--- src/rtl/shift_pkg.sv ---
// Shared types and constants for the shift issue stage and its request FIFO.
package shift_pkg;

    localparam int   DATA_W    = 32;
    localparam int   AMT_W     = 5;
    localparam logic DIR_LEFT  = 1'b0;
    localparam logic DIR_RIGHT = 1'b1;

    // Shift operation fields; the tag is added by the stage, whose width is a module parameter.
    typedef struct packed {
        logic              dir;
        logic [AMT_W-1:0]  amt;
        logic [DATA_W-1:0] data;
    } shift_op_t;

    function automatic int occ_w(input int depth);
        return $clog2(depth + 1);
    endfunction

endpackage

--- src/rtl/shift_req_fifo.sv ---
// DEPTH-entry synchronous FIFO of shift requests with a registered-storage head output.
module shift_req_fifo
    import shift_pkg::*;
#(
    parameter int  DEPTH   = 4,
    parameter type entry_t = logic
) (
    input  logic                    CLK,
    input  logic                    RST,
    input  logic                    push_i,
    input  logic                    pop_i,
    input  entry_t                  data_i,
    output logic                    full_o,
    output logic                    empty_o,
    output logic [occ_w(DEPTH)-1:0] count_o,
    output entry_t                  head_o
);

    localparam int PTR_W = $clog2(DEPTH);
    localparam int OCC_W = occ_w(DEPTH);

    entry_t             mem_q [DEPTH];
    logic [PTR_W-1:0]   wr_ptr_q, wr_ptr_d;
    logic [PTR_W-1:0]   rd_ptr_q, rd_ptr_d;
    logic [OCC_W-1:0]   count_q, count_d;

    assign full_o  = (count_q == OCC_W'(DEPTH));
    assign empty_o = (count_q == '0);
    assign count_o = count_q;
    assign head_o  = mem_q[rd_ptr_q];

    // DEPTH is a power of two, so pointer overflow is the wrap.
    always_comb begin
        wr_ptr_d = wr_ptr_q + PTR_W'(push_i);
        rd_ptr_d = rd_ptr_q + PTR_W'(pop_i);
        count_d  = count_q + OCC_W'(push_i) - OCC_W'(pop_i);
    end

    always_ff @(posedge CLK) begin
        if (RST) begin
            wr_ptr_q <= '0;
            rd_ptr_q <= '0;
            count_q  <= '0;
        end else begin
            wr_ptr_q <= wr_ptr_d;
            rd_ptr_q <= rd_ptr_d;
            count_q  <= count_d;
        end
    end

    always_ff @(posedge CLK) begin
        if (push_i) begin
            mem_q[wr_ptr_q] <= data_i;
        end
    end

    a_no_push_full:  assert property (@(posedge CLK) disable iff (RST) !(push_i && full_o));
    a_no_pop_empty:  assert property (@(posedge CLK) disable iff (RST) !(pop_i && empty_o));

endmodule

--- src/rtl/shift_issue_stage.sv ---
// Registered issue/retire stage around an external combinational barrel shifter:
// request FIFO feeds the shifter, the result is captured into a handshaked response register.
module shift_issue_stage
    import shift_pkg::*;
#(
    parameter int DEPTH = 4,
    parameter int TAG_W = 4
) (
    input  logic                         CLK,
    input  logic                         RST,
    input  logic                         REQ_VALID,
    output logic                         REQ_READY,
    input  logic                         REQ_DIR,
    input  logic [AMT_W-1:0]             REQ_AMT,
    input  logic [DATA_W-1:0]            REQ_DATA,
    input  logic [TAG_W-1:0]             REQ_TAG,
    output logic                         SH_DIR,
    output logic [AMT_W-1:0]             SH_AMT,
    output logic [DATA_W-1:0]            D_IN,
    input  logic [DATA_W-1:0]            D_OUT,
    output logic                         RSP_VALID,
    input  logic                         RSP_READY,
    output logic [DATA_W-1:0]            RSP_DATA,
    output logic [TAG_W-1:0]             RSP_TAG,
    output logic                         RSP_ZERO,
    output logic [$clog2(DEPTH+1)-1:0]   OCC
);

    typedef struct packed {
        shift_op_t        op;
        logic [TAG_W-1:0] tag;
    } req_t;

    req_t                req_in, head;
    logic                fifo_full, fifo_empty, push, fire;
    logic                rsp_vld_q, rsp_vld_d;
    logic [DATA_W-1:0]   rsp_data_q, rsp_data_d;
    logic [TAG_W-1:0]    rsp_tag_q, rsp_tag_d;
    logic                rsp_zero_q, rsp_zero_d;

    always_comb begin
        req_in.op.dir  = REQ_DIR;
        req_in.op.amt  = REQ_AMT;
        req_in.op.data = REQ_DATA;
        req_in.tag     = REQ_TAG;
    end

    // Ready comes from registered occupancy only: no push-through when full.
    assign REQ_READY = !fifo_full;
    assign push      = REQ_VALID && !fifo_full;
    assign fire      = !fifo_empty && (!rsp_vld_q || RSP_READY);

    shift_req_fifo #(
        .DEPTH   (DEPTH),
        .entry_t (req_t)
    ) u_fifo (
        .CLK     (CLK),
        .RST     (RST),
        .push_i  (push),
        .pop_i   (fire),
        .data_i  (req_in),
        .full_o  (fifo_full),
        .empty_o (fifo_empty),
        .count_o (OCC),
        .head_o  (head)
    );

    // An idle shifter sees all-zero inputs rather than stale storage.
    always_comb begin
        SH_DIR = fifo_empty ? DIR_LEFT : head.op.dir;
        SH_AMT = fifo_empty ? '0       : head.op.amt;
        D_IN   = fifo_empty ? '0       : head.op.data;
    end

    always_comb begin
        rsp_vld_d  = rsp_vld_q;
        rsp_data_d = rsp_data_q;
        rsp_tag_d  = rsp_tag_q;
        rsp_zero_d = rsp_zero_q;
        if (fire) begin
            rsp_vld_d  = 1'b1;
            rsp_data_d = D_OUT;
            rsp_tag_d  = head.tag;
            rsp_zero_d = (D_OUT == '0);
        end else if (RSP_READY) begin
            rsp_vld_d  = 1'b0;
        end
    end

    always_ff @(posedge CLK) begin
        if (RST) begin
            rsp_vld_q  <= 1'b0;
            rsp_data_q <= '0;
            rsp_tag_q  <= '0;
            rsp_zero_q <= 1'b0;
        end else begin
            rsp_vld_q  <= rsp_vld_d;
            rsp_data_q <= rsp_data_d;
            rsp_tag_q  <= rsp_tag_d;
            rsp_zero_q <= rsp_zero_d;
        end
    end

    assign RSP_VALID = rsp_vld_q;
    assign RSP_DATA  = rsp_data_q;
    assign RSP_TAG   = rsp_tag_q;
    assign RSP_ZERO  = rsp_zero_q;

    a_rsp_hold: assert property (@(posedge CLK) disable iff (RST)
        (rsp_vld_q && !RSP_READY) |=> (rsp_vld_q && $stable(rsp_data_q)
                                       && $stable(rsp_tag_q) && $stable(rsp_zero_q)));

endmodule

--- config.mk ---
export PLATFORM = sky130hd
export DESIGN_NAME = shift_issue_stage
export DESIGN_NICKNAME = d
export VERILOG_FILES = /design/src/rtl/shift_pkg.sv /design/src/rtl/shift_req_fifo.sv /design/src/rtl/shift_issue_stage.sv
export SDC_FILE = /design/constraint.sdc
export NUM_CORES = 1
export LEC_CHECK = 0
export CAP_MARGIN = 20
export CORE_MARGIN = 1
export CORE_UTILIZATION = 40
export CTS_CLUSTER_SIZE = 28
export DETAILED_ROUTE_END_ITERATION = 6
export PLACE_DENSITY_LB_ADDON = 0.05
export SETUP_SLACK_MARGIN = 0.5
export SYNTH_ARGS = -nofsm -noshare
export SYNTH_HDL_FRONTEND = slang
export SYNTH_SLANG_ARGS = --single-unit
--- constraint.sdc ---
create_clock -name CLK -period 6.05 [get_ports CLK]
set_input_delay 1.21 -clock CLK [delete_from_list [all_inputs] [get_ports CLK]]
set_output_delay 1.21 -clock CLK [all_outputs]
set_load 0.005 [all_outputs]
==> Word-level counts from Yosys, hierarchy flattened <==
Memory sizes are Yosys's and may differ from the RTL's. A register that Yosys moved wholly into a read port is not among the register bits.
Index checks and enable logic that the tools add are counted.
{ "word_totals": {"reg_bits": 45, "inputBits": 78, "elab_cells": 30, "n_memories": 1, "ramBits": 168, "output_inout_bits": 80} }
{ "classes": {"muxes": 8, "n_reduce_logical": 9, "n_addsub": 4, "eq_ne": 1} }
{ "mem_list": {"columns": ["name", "words", "word_bits", "read_ports", "rd_ports_with_merged_regs", "write_ports", "line_no", "text"], "rows": [
  ["u_fifo.mem_q", 4, 42, 1, 1, 1, "shift_req_fifo.sv:22", "entry_t mem_q [DEPTH];"]
]} }
{ "op_table": {"columns": ["op", "n"], "rows": [
  ["32-bit logical NOT", 1],
  ["32-bit two-way mux", 1],
  ["1-bit two-way mux", 5],
  ["5-bit two-way mux", 1],
  ["2-bit by 1-bit adder with 2-bit output", 2],
  ["3-bit by 1-bit adder with 3-bit output", 1],
  ["3-bit == test, second input constant", 1],
  ["1-bit logical NOT", 3],
  ["3-bit logical NOT", 1],
  ["3-bit by 1-bit subtractor with 3-bit output", 1],
  ["1-bit logical AND", 2],
  ["2-bit two-way mux", 1],
  ["2-bit nonzero test", 1],
  ["1-bit logical OR", 1]
]} }

==> Logic depth before layout (Yosys ltp) <==
{ "depth": {"ltp_word": 5, "ltp_mapped": 11, "mapped_depth_nobuf": 9} }

==> By module <==
A second synthesis with hierarchy kept.
{ "hier_totals": {"cells_unflattened": 472, "hier_area_um2": 8084.0} }
{ "by_module_without_submodules": {"columns": ["mod", "seq_area_each_um2", "instances", "cells_each", "area_each_um2"], "rows": [
  ["shift_req_fifo", 5185.0, 1, 253, 6458.7],
  ["shift_issue_stage", 760.7, 1, 219, 1625.3]
]} }

==> Worst setup path after synthesis <==
No wires, ideal clock.
{ "synth_path": {"path_kind": "input-to-reg", "startpoint": "in REQ_VALID", "endpoint": "mem u_fifo.mem_q[1][0] in the netlist's numbering, enable pin", "slack_ps": 1129, "t_arrival_ps": 4419, "path_stages": 2, "n_path_buf": 0, "cell_sequence": "nand2_1 nor3b_1"} }
{ "synth_via": {"elab_chain_cells": 3} }
{ "synth_rtl": {"columns": ["element", "line_no", "text"], "rows": [
  ["from (decl)", "shift_issue_stage.sv:11", "input logic REQ_VALID,"],
  ["1-bit logical AND", "shift_issue_stage.sv:50", "assign push = REQ_VALID && !fifo_full;"],
  ["1-bit two-way mux", "shift_req_fifo.sv:52", "if (push_i) begin"],
  ["1-bit two-way mux (not written as such)", "shift_req_fifo.sv:53", "mem_q[wr_ptr_q] <= data_i;"],
  ["to (decl)", "shift_req_fifo.sv:22", null]
]} }
No other way between the ends.

==> flow_results.org <==
** Outcome
- The flow ran to the end, and the final reports show no timing, DRC or antenna violations.

** Floorplanning
- The floorplan step defined a core boundary enclosing 20,200 µm².
- Number of cell rows :: 52
- Starting utilization of the core area :: 40.7%
- The die covers between 20,000 and 25,000 µm².
- Height of the chip :: 145 µm
- Die width :: 145 µm
- During I/O placement, the number of pins put on the boundary was around 160.

** Clock tree
- Count of clock tree sinks :: 213
- Buffers added to address setup during post-CTS repair amount to 0.
- Clock latency on the worst-skew pair :: between 0.4 and 0.5 ns
- Clock-pin slew was measured on the worst setup and hold paths at roughly 0.060 ns.
- TritonCTS built the clock tree.
- In this run, CTS created clock tree buffers numbering 23.
- Root Buffer :: sky130_fd_sc_hd__clkbuf_16
- The clock passes through at most 3 buffers.
- The number of hold buffers added after CTS was 0.
- After clock tree synthesis, the repair step resized 0 gates.
- H-Tree Level Count :: 1

** STA
- The worst path in the final design needs a cycle of about 4 ns, including I/O delays and setup.
- Worst Tran Pin Value :: slightly above 0.9 ns
- The count of endpoints failing hold in the final timing report came to 0.
- Setup violations remaining at the end of the flow were counted as 0.
- The max-slew violation total from the final report is 0.
- On the final layout, the worst clock skew is just under 0.009 ns.
- In this run the tightest slew margin relative to its limit is just under 40%.
- The worst path uses roughly 65% of the clock period.
- Setup repair after global routing left no endpoint under its margin.
- Timing would allow up to ~250 MHz.
- Summed negative setup slack over all endpoints :: 0 ns

** Synthesis
- Syn Nets :: between 500 and 600
- In the synthesized netlist the async set-or-reset flop fraction comes to 0%.
- Ys flop type :: sky130_fd_sc_hd__edfxtp_1
- Synthesized cell area :: between 8000 and 9000 µm²
- Yosys top cell area share :: slightly above 60%
- Yosys synthesis warning count :: 0
- Counting flops with a built-in enable in the synthesized netlist gives 168.
- Top cell type by total area after synthesis :: sky130_fd_sc_hd__edfxtp_1
- Summing the sequential cell areas from Yosys gives 72.2% of the chip area.
- The number of different library cells used by synthesis comes to 33.
- Synthesis handed over a netlist of between 400 and 500 instances.
- In the post-synthesis netlist, the biggest area contributors are sky130_fd_sc_hd__edfxtp_1 61%, sky130_fd_sc_hd__dfxtp_1 11%, sky130_fd_sc_hd__mux4_2 11%.
- A synthesized cell averages 17.0 µm².
- Most repeated cell in the gate-level netlist after synthesis :: sky130_fd_sc_hd__edfxtp_1
- Number of flip-flops and latches in the synthesized netlist :: between 200 and 250
- By count the netlist is led by 168 x sky130_fd_sc_hd__edfxtp_1, 45 x sky130_fd_sc_hd__dfxtp_1, 40 x sky130_fd_sc_hd__mux4_2.

** Place
- Placed wire-length estimate after detailed placement :: around 10 mm
- At the end of routability-driven placement, the weighted congestion stood at ~0.84.
- Post-detailed-placement cell area :: ~10,000 µm²
- Number of I/O port buffers :: ~160

** Pwr
- Dividing total power by cell area gives a power density of 441 nW/µm².
- Maximum vdd ir drop :: ~240 µV
- In this run the static leakage power is 3.52 nW.

** Global routing
- Number of antenna violations at the first check in global routing :: 0
- GRT Resource Usage Total :: 16.3%
- Summed over all layers, the global routing overflow is 0.
- Global-route wire length before repair :: 26.9 mm
- Entering global routing, the biggest net connects 76 pins.
- The number of global-route vias before repair was slightly below 5k.

** Drt
- Via density per instance :: ~5.1
- Via Count :: roughly 4.7k
- Wire per inst :: 18.4 µm
- Total wire length after detailed routing :: roughly 17 mm
- In the routed design, unresolved DRC markers number 0.
- The detail route stage leaves a number of antenna-violating nets equal to 0.
- The first TritonRoute pass finished after 6 iterations.
- For this block, the initial DRC count from the detailed router was 241.

** Finish
- Relative to the synthesized area, the layout overhead comes to 30.6%.
- Of the cells placed in the final design, the portion with a size suffix greater than 1 is ~14%.
- After the last flow step, the layout net total stands at about 720.
- Post-route design area :: between 10,000 and 15,000 µm²
- Antenna Cells :: 0

** Flow run
- Number of maximum-capacitance constraint violations :: 0

** Critical path
- Critical Setup Path Class :: flip-flop to output port
- Type of element capturing the critical path :: output port
- In this run the worst path has a maximum fanout of 43.
- Crit path arrival time :: 2.72 ns
- STA classifies the critical path startpoint as a flip-flop.
- Data required time at the worst endpoint :: between 4 and 5 ns

** Hold path
- The min-delay analysis places its worst path in the category flip-flop to flip-flop.
## registers in the layout, indices dropped and copies added, names as in the netlist
signal           flops
u_fifo.mem_q       168
RSP_ZERO             1
u_fifo.wr_ptr_q      2
u_fifo.count_o       3
RSP_DATA            32
u_fifo.rd_ptr_q      2
RSP_TAG              4
RSP_VALID            1
## cell type report
| cell class | count | area (µm²) |
|---|---|---|
| fillers | 1641 | 9470 |
| multi-input cells | 231 | 2070 |
| inverters | 5 | 18.8 |
| flip-flops and latches | 213 | 5950 |
| clock inverters | 5 | 28.8 |
| well taps | 270 | 338 |
| repair buffers | 166 | 1660 |
| clock buffers | 36 | 697 |
## power breakdown
part	switching (mW)	internal (mW)
registers	0.141	1.81
clock network	0.526	0.790
logic	0.620	0.864
total	1.29	3.46
## cells by family after synthesis
logic type | share of synthesized area (%)
DFF | 72.2
and+or+nand+nor | 7.37
AOI/OAI and AO/OA | 4.59
muxes | 11.6
buffers and inverters | 3.01
adders and majority gates | 0.851
xor gates and xnor gates | 0.425
## through the flow
stage | utilization (%) | instances | power, mW | hold WS (ns) | worst slack (ns)
global route | 53.2 | 926 | 5.01 | 0.496 | 1.93
floorplan | - | 484 | 2.79 | 0.470 | 1.13
detailed placement | 49.5 | 884 | 3.47 | 0.467 | 2.40
finish | 53.2 | 926 | 4.75 | 0.475 | 2.12
global placement | 49.5 | 884 | 3.46 | 0.459 | 2.42
CTS | 53.0 | 925 | 4.80 | 0.475 | 2.03
## cells in the final DEF (no fill, tap or decap), types with 2 or more instances in the layout
cell type | netlist | layout
sky130_fd_sc_hd__a21oi_1 | 37 | 37
sky130_fd_sc_hd__and2_1 | 38 | 38
sky130_fd_sc_hd__buf_4 | 1 | 8
sky130_fd_sc_hd__clkbuf_1 | 13 | 6
sky130_fd_sc_hd__clkbuf_16 | 0 | 24
sky130_fd_sc_hd__clkbuf_8 | 0 | 5
sky130_fd_sc_hd__clkdlybuf4s50_1 | 0 | 157
sky130_fd_sc_hd__clkinv_2 | 0 | 3
sky130_fd_sc_hd__dfxtp_1 | 45 | 43
sky130_fd_sc_hd__edfxtp_1 | 168 | 168
sky130_fd_sc_hd__ha_1 | 4 | 4
sky130_fd_sc_hd__inv_1 | 5 | 5
sky130_fd_sc_hd__mux4_1 | 2 | 2
sky130_fd_sc_hd__mux4_2 | 40 | 40
sky130_fd_sc_hd__nand3_1 | 37 | 37
sky130_fd_sc_hd__nand4_1 | 2 | 2
sky130_fd_sc_hd__nor2_1 | 5 | 5
sky130_fd_sc_hd__nor2b_1 | 6 | 5
sky130_fd_sc_hd__nor3b_2 | 0 | 2
sky130_fd_sc_hd__nor4_1 | 7 | 7
sky130_fd_sc_hd__o21ai_0 | 34 | 34
sky130_fd_sc_hd__o21ai_1 | 3 | 3
sky130_fd_sc_hd__xnor2_1 | 4 | 4
## worst max-delay path: stages, from the launching register on
cell and delay (ns):
sky130_fd_sc_hd__dfxtp_4 0.95, sky130_fd_sc_hd__mux4_2 0.61, sky130_fd_sc_hd__and2_1 0.19, sky130_fd_sc_hd__clkdlybuf4s50_1 0.45
## path summary, 6_finish.rpt
check                           end                from  cells past startpoint  slack, ns
hold / removal          RSP_DATA[9]         RSP_DATA[9]                      2       0.47
setup reg to reg  u_fifo.count_o[2]   u_fifo.count_o[1]                     10       3.54
hold reg to reg         RSP_DATA[9]         RSP_DATA[9]                      2       0.47
setup / recovery            D_IN[6]  u_fifo.rd_ptr_q[0]                      3       2.12
## per-layer routing
layer | vias up | wire [µm] | track usage [%]
li1 | 2197 | - | -
met1 | 2344 | 7380 | 21.1
met2 | 168 | 8290 | 27.3
met3 | 22 | 1140 | 4.20
met4 | 0 | 266 | 4.32
met5 | - | 0 | 0
Note: power is estimated with default switching activity, not from simulation.
